**src/rtl/interboard_pkg.sv**
```systemverilog
// Shared definitions for the interboard link: message-type codes, message width
// and the link FSM state type used by both the transmit scheduler and the receiver.
package interboard_pkg;

    localparam int MSG_W = 8;

    localparam logic [2:0] MSG_NOP     = 3'd0;
    localparam logic [2:0] MSG_MOVE    = 3'd1;
    localparam logic [2:0] MSG_ATTACK  = 3'd2;
    localparam logic [2:0] MSG_SCORE   = 3'd3;
    localparam logic [2:0] MSG_STATE   = 3'd4;
    localparam logic [2:0] MSG_ACK     = 3'd5;
    localparam logic [2:0] MSG_SYNC    = 3'd6;
    localparam logic [2:0] MSG_RESTART = 3'd7;

    typedef enum logic [1:0] {
        IDLE      = 2'd0,
        ISSUE     = 2'd1,
        WAIT_BUSY = 2'd2,
        WAIT_DONE = 2'd3
    } link_state_t;

    // A message travels as {type, number}.
    function automatic logic [MSG_W-1:0] pack_msg(input logic [2:0] msg_type,
                                                  input logic [4:0] number);
        return {msg_type, number};
    endfunction

endpackage

```
**src/rtl/msg_fifo.sv**
```systemverilog
// Synchronous FIFO with first-word fall-through read data and a synchronous flush.
// A push into a full FIFO is only taken when a pop happens in the same cycle.
module msg_fifo #(
    parameter int WIDTH = 8,
    parameter int DEPTH = 4
) (
    input  logic                   clk,
    input  logic                   rst,
    input  logic                   flush,
    input  logic                   push,
    input  logic                   pop,
    input  logic [WIDTH-1:0]       din,
    output logic [WIDTH-1:0]       dout,
    output logic                   full,
    output logic                   empty,
    output logic [$clog2(DEPTH):0] count
);

    localparam int AW = $clog2(DEPTH);
    localparam logic [AW:0] FULL_CNT = (AW+1)'(DEPTH);
    localparam logic [AW:0] ONE_CNT  = (AW+1)'(1);
    localparam logic [AW-1:0] ONE_PTR = AW'(1);

    logic [WIDTH-1:0] r_mem [DEPTH];
    logic [AW-1:0]    r_wr_ptr;
    logic [AW-1:0]    r_rd_ptr;
    logic [AW:0]      r_count;
    logic             w_do_pop;
    logic             w_do_push;

    assign w_do_pop  = pop && (r_count != '0);
    assign w_do_push = push && ((r_count != FULL_CNT) || w_do_pop);

    assign dout  = r_mem[r_rd_ptr];
    assign full  = (r_count == FULL_CNT);
    assign empty = (r_count == '0);
    assign count = r_count;

    always_ff @(posedge clk) begin
        if (w_do_push && !flush) begin
            r_mem[r_wr_ptr] <= din;
        end
    end

    always_ff @(posedge clk or posedge rst) begin
        if (rst) begin
            r_wr_ptr <= '0;
            r_rd_ptr <= '0;
            r_count  <= '0;
        end else if (flush) begin
            r_wr_ptr <= '0;
            r_rd_ptr <= '0;
            r_count  <= '0;
        end else begin
            if (w_do_push) begin
                r_wr_ptr <= r_wr_ptr + ONE_PTR;
            end
            if (w_do_pop) begin
                r_rd_ptr <= r_rd_ptr + ONE_PTR;
            end
            if (w_do_push && !w_do_pop) begin
                r_count <= r_count + ONE_CNT;
            end else if (w_do_pop && !w_do_push) begin
                r_count <= r_count - ONE_CNT;
            end
        end
    end

endmodule

```
**src/rtl/interboard_tx_scheduler.sv**
```systemverilog
// Transmit scheduler: queues game and system messages, arbitrates with system priority,
// and walks the link sender through transmit / inter_ready with timeout re-issue.
module interboard_tx_scheduler #(
    parameter int DEPTH   = 4,
    parameter int TIMEOUT = 1023
) (
    input  logic                   clk,
    input  logic                   rst,
    input  logic                   interboard_rst,
    input  logic                   game_en,
    input  logic [2:0]             game_msg_type,
    input  logic [4:0]             game_number,
    output logic                   game_full,
    input  logic                   sys_en,
    input  logic [2:0]             sys_msg_type,
    input  logic [4:0]             sys_number,
    output logic                   sys_busy,
    input  logic                   inter_ready,
    output logic                   transmit,
    output logic                   ctrl_en,
    output logic [2:0]             ctrl_msg_type,
    output logic [4:0]             ctrl_number,
    output logic [$clog2(DEPTH):0] pending,
    output logic [7:0]             drop_cnt
);

    import interboard_pkg::*;

    localparam int CW = $clog2(TIMEOUT + 1);
    localparam logic [CW-1:0] TO_LAST = CW'(TIMEOUT - 1);
    localparam logic [CW-1:0] TO_ONE  = CW'(1);

    link_state_t            r_state;
    link_state_t            w_next_state;
    logic [CW-1:0]          r_timer;
    logic [CW-1:0]          w_timer_next;
    logic                   r_sys_valid;
    logic [MSG_W-1:0]       r_sys_msg;
    logic [MSG_W-1:0]       r_hold;
    logic                   r_transmit;
    logic                   r_ctrl_en;
    logic [7:0]             r_drop_cnt;
    logic                   w_sel_sys;
    logic                   w_sel_game;
    logic                   w_fifo_push;
    logic [MSG_W-1:0]       w_fifo_dout;
    logic                   w_fifo_full;
    logic                   w_fifo_empty;
    logic [$clog2(DEPTH):0] w_fifo_count;
    logic                   w_game_drop;
    logic                   w_sys_drop;
    logic [8:0]             w_drop_sum;

    assign w_fifo_push = game_en && !interboard_rst;

    msg_fifo #(
        .WIDTH (MSG_W),
        .DEPTH (DEPTH)
    ) u_fifo (
        .clk   (clk),
        .rst   (rst),
        .flush (interboard_rst),
        .push  (w_fifo_push),
        .pop   (w_sel_game),
        .din   (pack_msg(game_msg_type, game_number)),
        .dout  (w_fifo_dout),
        .full  (w_fifo_full),
        .empty (w_fifo_empty),
        .count (w_fifo_count)
    );

    always_comb begin
        w_next_state = r_state;
        w_timer_next = r_timer;
        w_sel_sys    = 1'b0;
        w_sel_game   = 1'b0;
        case (r_state)
            IDLE: begin
                if (inter_ready) begin
                    if (r_sys_valid) begin
                        w_sel_sys    = 1'b1;
                        w_next_state = ISSUE;
                    end else if (!w_fifo_empty) begin
                        w_sel_game   = 1'b1;
                        w_next_state = ISSUE;
                    end
                end
            end
            ISSUE: begin
                w_timer_next = '0;
                w_next_state = WAIT_BUSY;
            end
            WAIT_BUSY: begin
                if (!inter_ready) begin
                    w_next_state = WAIT_DONE;
                end else if (r_timer == TO_LAST) begin
                    w_next_state = ISSUE;
                end else begin
                    w_timer_next = r_timer + TO_ONE;
                end
            end
            WAIT_DONE: begin
                if (inter_ready) begin
                    w_next_state = IDLE;
                end
            end
            default: w_next_state = IDLE;
        endcase
        if (interboard_rst) begin
            w_next_state = IDLE;
            w_sel_sys    = 1'b0;
            w_sel_game   = 1'b0;
        end
    end

    // Drops are pushes that find no room even after this cycle's pop.
    assign w_game_drop = game_en && !interboard_rst && w_fifo_full && !w_sel_game;
    assign w_sys_drop  = sys_en && !interboard_rst && r_sys_valid && !w_sel_sys;
    assign w_drop_sum  = {1'b0, r_drop_cnt} + {8'd0, w_game_drop} + {8'd0, w_sys_drop};

    always_ff @(posedge clk or posedge rst) begin
        if (rst) begin
            r_state    <= IDLE;
            r_timer    <= '0;
            r_sys_valid <= 1'b0;
            r_sys_msg  <= '0;
            r_hold     <= '0;
            r_transmit <= 1'b0;
            r_ctrl_en  <= 1'b0;
            r_drop_cnt <= '0;
        end else begin
            r_state    <= w_next_state;
            r_timer    <= w_timer_next;
            r_transmit <= (w_next_state == ISSUE);
            r_ctrl_en  <= (w_next_state != IDLE);

            if (w_sel_sys) begin
                r_hold <= r_sys_msg;
            end else if (w_sel_game) begin
                r_hold <= w_fifo_dout;
            end

            if (interboard_rst) begin
                r_sys_valid <= 1'b0;
            end else if (sys_en && (!r_sys_valid || w_sel_sys)) begin
                r_sys_valid <= 1'b1;
                r_sys_msg   <= pack_msg(sys_msg_type, sys_number);
            end else if (w_sel_sys) begin
                r_sys_valid <= 1'b0;
            end

            if (w_drop_sum > 9'd255) begin
                r_drop_cnt <= 8'hFF;
            end else begin
                r_drop_cnt <= w_drop_sum[7:0];
            end
        end
    end

    assign transmit      = r_transmit;
    assign ctrl_en       = r_ctrl_en;
    assign ctrl_msg_type = r_hold[7:5];
    assign ctrl_number   = r_hold[4:0];
    assign game_full     = w_fifo_full;
    assign sys_busy      = r_sys_valid;
    assign pending       = w_fifo_count;
    assign drop_cnt      = r_drop_cnt;

endmodule

```
**config.mk**
```make
export PLATFORM = sky130hd
export DESIGN_NAME = interboard_tx_scheduler
export DESIGN_NICKNAME = d
export VERILOG_FILES = /design/src/rtl/interboard_pkg.sv /design/src/rtl/msg_fifo.sv /design/src/rtl/interboard_tx_scheduler.sv
export SDC_FILE = /design/constraint.sdc
export NUM_CORES = 1
export LEC_CHECK = 0
export CAP_MARGIN = 20
export CELL_PAD_IN_SITES_DETAIL_PLACEMENT = 1
export CELL_PAD_IN_SITES_GLOBAL_PLACEMENT = 2
export CORE_ASPECT_RATIO = 0.6
export CORE_MARGIN = 3
export CORE_UTILIZATION = 34
export DETAILED_ROUTE_END_ITERATION = 8
export PLACE_DENSITY = 0.82
export SLEW_MARGIN = 15
export SYNTH_ARGS = -nofsm -noshare
export SYNTH_HDL_FRONTEND = slang
export SYNTH_SLANG_ARGS = --single-unit
export TNS_END_PERCENT = 20
```
**constraint.sdc**
```tcl
create_clock -name clk -period 2.5 [get_ports clk]
set_input_delay 0.625 -clock clk [delete_from_list [all_inputs] [get_ports clk]]
set_output_delay 0.625 -clock clk [all_outputs]
set_load 0.01 [all_outputs]
```
==> results of run 1 <==
-- report_power, final --
part,switching [uW],internal [uW]
registers,189,1560
logic,599,704
clock network,517,711
-- path summary, 6_finish.rpt --
path,depth (start not counted),end
setup / recovery,5,game_full
hold / removal,1,r_sys_msg[3]
setup reg to reg,8,drop_cnt[1]
hold reg to reg,1,r_sys_msg[3]
max in group asynchronous,3,r_timer[2]
min in group asynchronous,2,drop_cnt[5]
-- state kept, by name (all words and copies together) (netlist names) --
name and flops:
u_fifo.r_mem 32, sys_busy 1, ctrl_en 1, u_fifo.count 3
r_hold 8, u_fifo.r_wr_ptr 2, r_state 2, u_fifo.r_rd_ptr 2
r_sys_msg 8, r_timer 10, transmit 1, drop_cnt 8
-- layout make-up --
type	instances	area share
Clock buffer	11	0.0504
Clock inverter	5	0.00883
Inverter	22	0.0171
Multi-Input combinational cell	175	0.293
Sequential cell	78	0.439
Tap cell	135	0.0351
Timing Repair Buffer	77	0.157
-- through the flow --
stage	cells	instance area [um^2]	total power [uW]	TNS, ps	hold WS, ps
after floorplan	286	3650	2390	-291	468
after global placement	485	4500	3000	-7860	494
after detailed placement	485	4500	3050	-9920	497
after CTS	502	4810	4320	-19.9	519
after global routing	503	4820	4520	0	539
final	503	4820	4280	0	511
-- worst max-delay path, cell delays in order, from the launching register on --
cell and delay (ps):
dfrtp_1 380, buf_4 160, nor2_1 140, nand2_1 140
inv_1 80, clkdlybuf4s50_1 530
-- logic make-up (layout without fill, tap and decap cells) --
family | count (synthesis) | in the layout | synth area share
DFF | 78 | 78 | 0.581
and+or+nand+nor | 83 | 83 | 0.134
AOI/OAI and AO/OA | 58 | 58 | 0.111
adders and majority gates | 9 | 9 | 0.0351
muxes | 20 | 20 | 0.0857
xor gates and xnor gates | 5 | 5 | 0.0141
buffers and inverters | 33 | 115 | 0.0389
-- repair_timing --
item,in CTS,in global routing
pin swaps,8,3
buffers inserted,1,1
setup endpoints to repair,10,3
gates resized for setup,11,2
gates cloned,0,0
-- synth_stat cells, drive strengths merged, types with 5 or more instances --
cell type | number | area, um^2
a21oi | 19 | 98.9
and2 | 6 | 37.5
buf | 6 | 38.8
clkbuf | 5 | 20.0
dfrtp | 46 | 1150
edfxtp | 32 | 961
ha | 7 | 87.6
inv | 22 | 82.6
mux2 | 9 | 101
mux4 | 8 | 180
nand2 | 17 | 63.8
nand2b | 6 | 37.5
nand3 | 7 | 35.0
nand4 | 5 | 31.3
nor2 | 11 | 57.6
nor3 | 5 | 25.0
o21ai | 5 | 25.0
o22ai | 9 | 56.3
-- per-layer routing --
metal | global-route usage | vias up
met1 | 0.242 | 1333
met3 | 0.0462 | 7
met5 | 0 | -
li1 | - | 1222
met2 | 0.252 | 57
met4 | 0.0373 | 0
==> flow_summary.ini, run 1 <==
[critical_path]
crit_path_start_kind = flop
crit_path_end_kind = output pin
critPathKind = reg -> out
required_ps = 1880
rrSetupSlack_ps = 140
regToRegStartpoint = u_fifo.count[2]
critPathLaunch = u_fifo.count[0]
critPathArrivalTime_ps = 1770
path_max_fanout = 5

[outcome]
status = finished, final reports clean

[synth]
ys_ff_latch = 78
synth_cell_types = 60
syn-num-nets = 317
postSynthCellCount = 286
ys.flop_type = dfrtp_1
synth-edff-count = 32
seq_area_frac_synth = 0.581
synth.avg_cell_area_um2 = 12.7
async_flop_share = 0.590
syn-cell-area_um2 = 3640
yosysWarningCount = 0

[placement]
dp_hpwl_um = 7000
portBuffers = 44
place.gp.congestion = 0.829
pre_cts_ws_ps = -588

[die]
dieArea_um2 = 12000
die_h_um = 86.1
start_util = 0.359
rows = 28
core_area_um2 = 10100
io_pins = 45
die_x_um = 140

[clocking]
cts_hold_buf = 0
clock_path_buffers = 2
cts_buffers = 9
cts_tree = done
root_buffer = clkbuf_16
clock_latency_ps = 330
path_clk_slew_ps = 60
htree_levels = 3
numClockSinks = 78

[grt]
overflow = 0
grt_max_degree = 19
grt_pass1_wl_um = 15400
grt_pass1_vias = 2844
antenna_found_initial = 0
track_usage = 0.167

[detailed_routing]
ant_nets = 0
top_layer = met4
drc = 0
via_count = 2619
drtIter0Drc = 105
routed_wirelength_um = 9290
routed_via_density = 5.21
drtPass1Iterations = 4
wl_met2_um = 4070
met3_length_um = 447
drt-wirelength-per-cell_um = 18.5
wl_met1_um = 4700

[timing]
period_share = 0.959
fin_skew_ps = 5.34
clock.fmax_mhz = 417
setup_viol = 0
slew_headroom = 0.505
period_minus_slack_ps = 2400
hold_viol = 0
setup_ws_ps = 103
slew_violations = 0
tightest_slew_ps = 737
rsz0062_at_grt = no

[final_layout]
seqCellArea_um2 = 2110
syn_to_final_growth_pct = 32.5
num-fill-cells = 1063
final_util = 0.476
final_nets = 394
drive_gt1_frac = 0.226
mostFrequentLayoutCell = dfrtp_1
diodes = 0
multi_input_area_um2 = 1410
final_cell_mix = dfrtp_1, clkdlybuf4s50_1, edfxtp_1

[pwr]
power.density_nw_per_um2 = 888
vdd_drop_max_uv = 486
leakagePower_uw = 0.00193

[flow_run]
maxCapViolations = 0

[hold_path]
hold_class = reg -> reg
min_from = r_sys_msg[3]
No activity file was read; power rests on OpenSTA's default activity.
==> run 2, diff against run 1 <==
- HOLD_SLACK_MARGIN: default -> 0.03
==> results of run 2 <==
Final layout, timing and power as in run 1 (identical DEF).
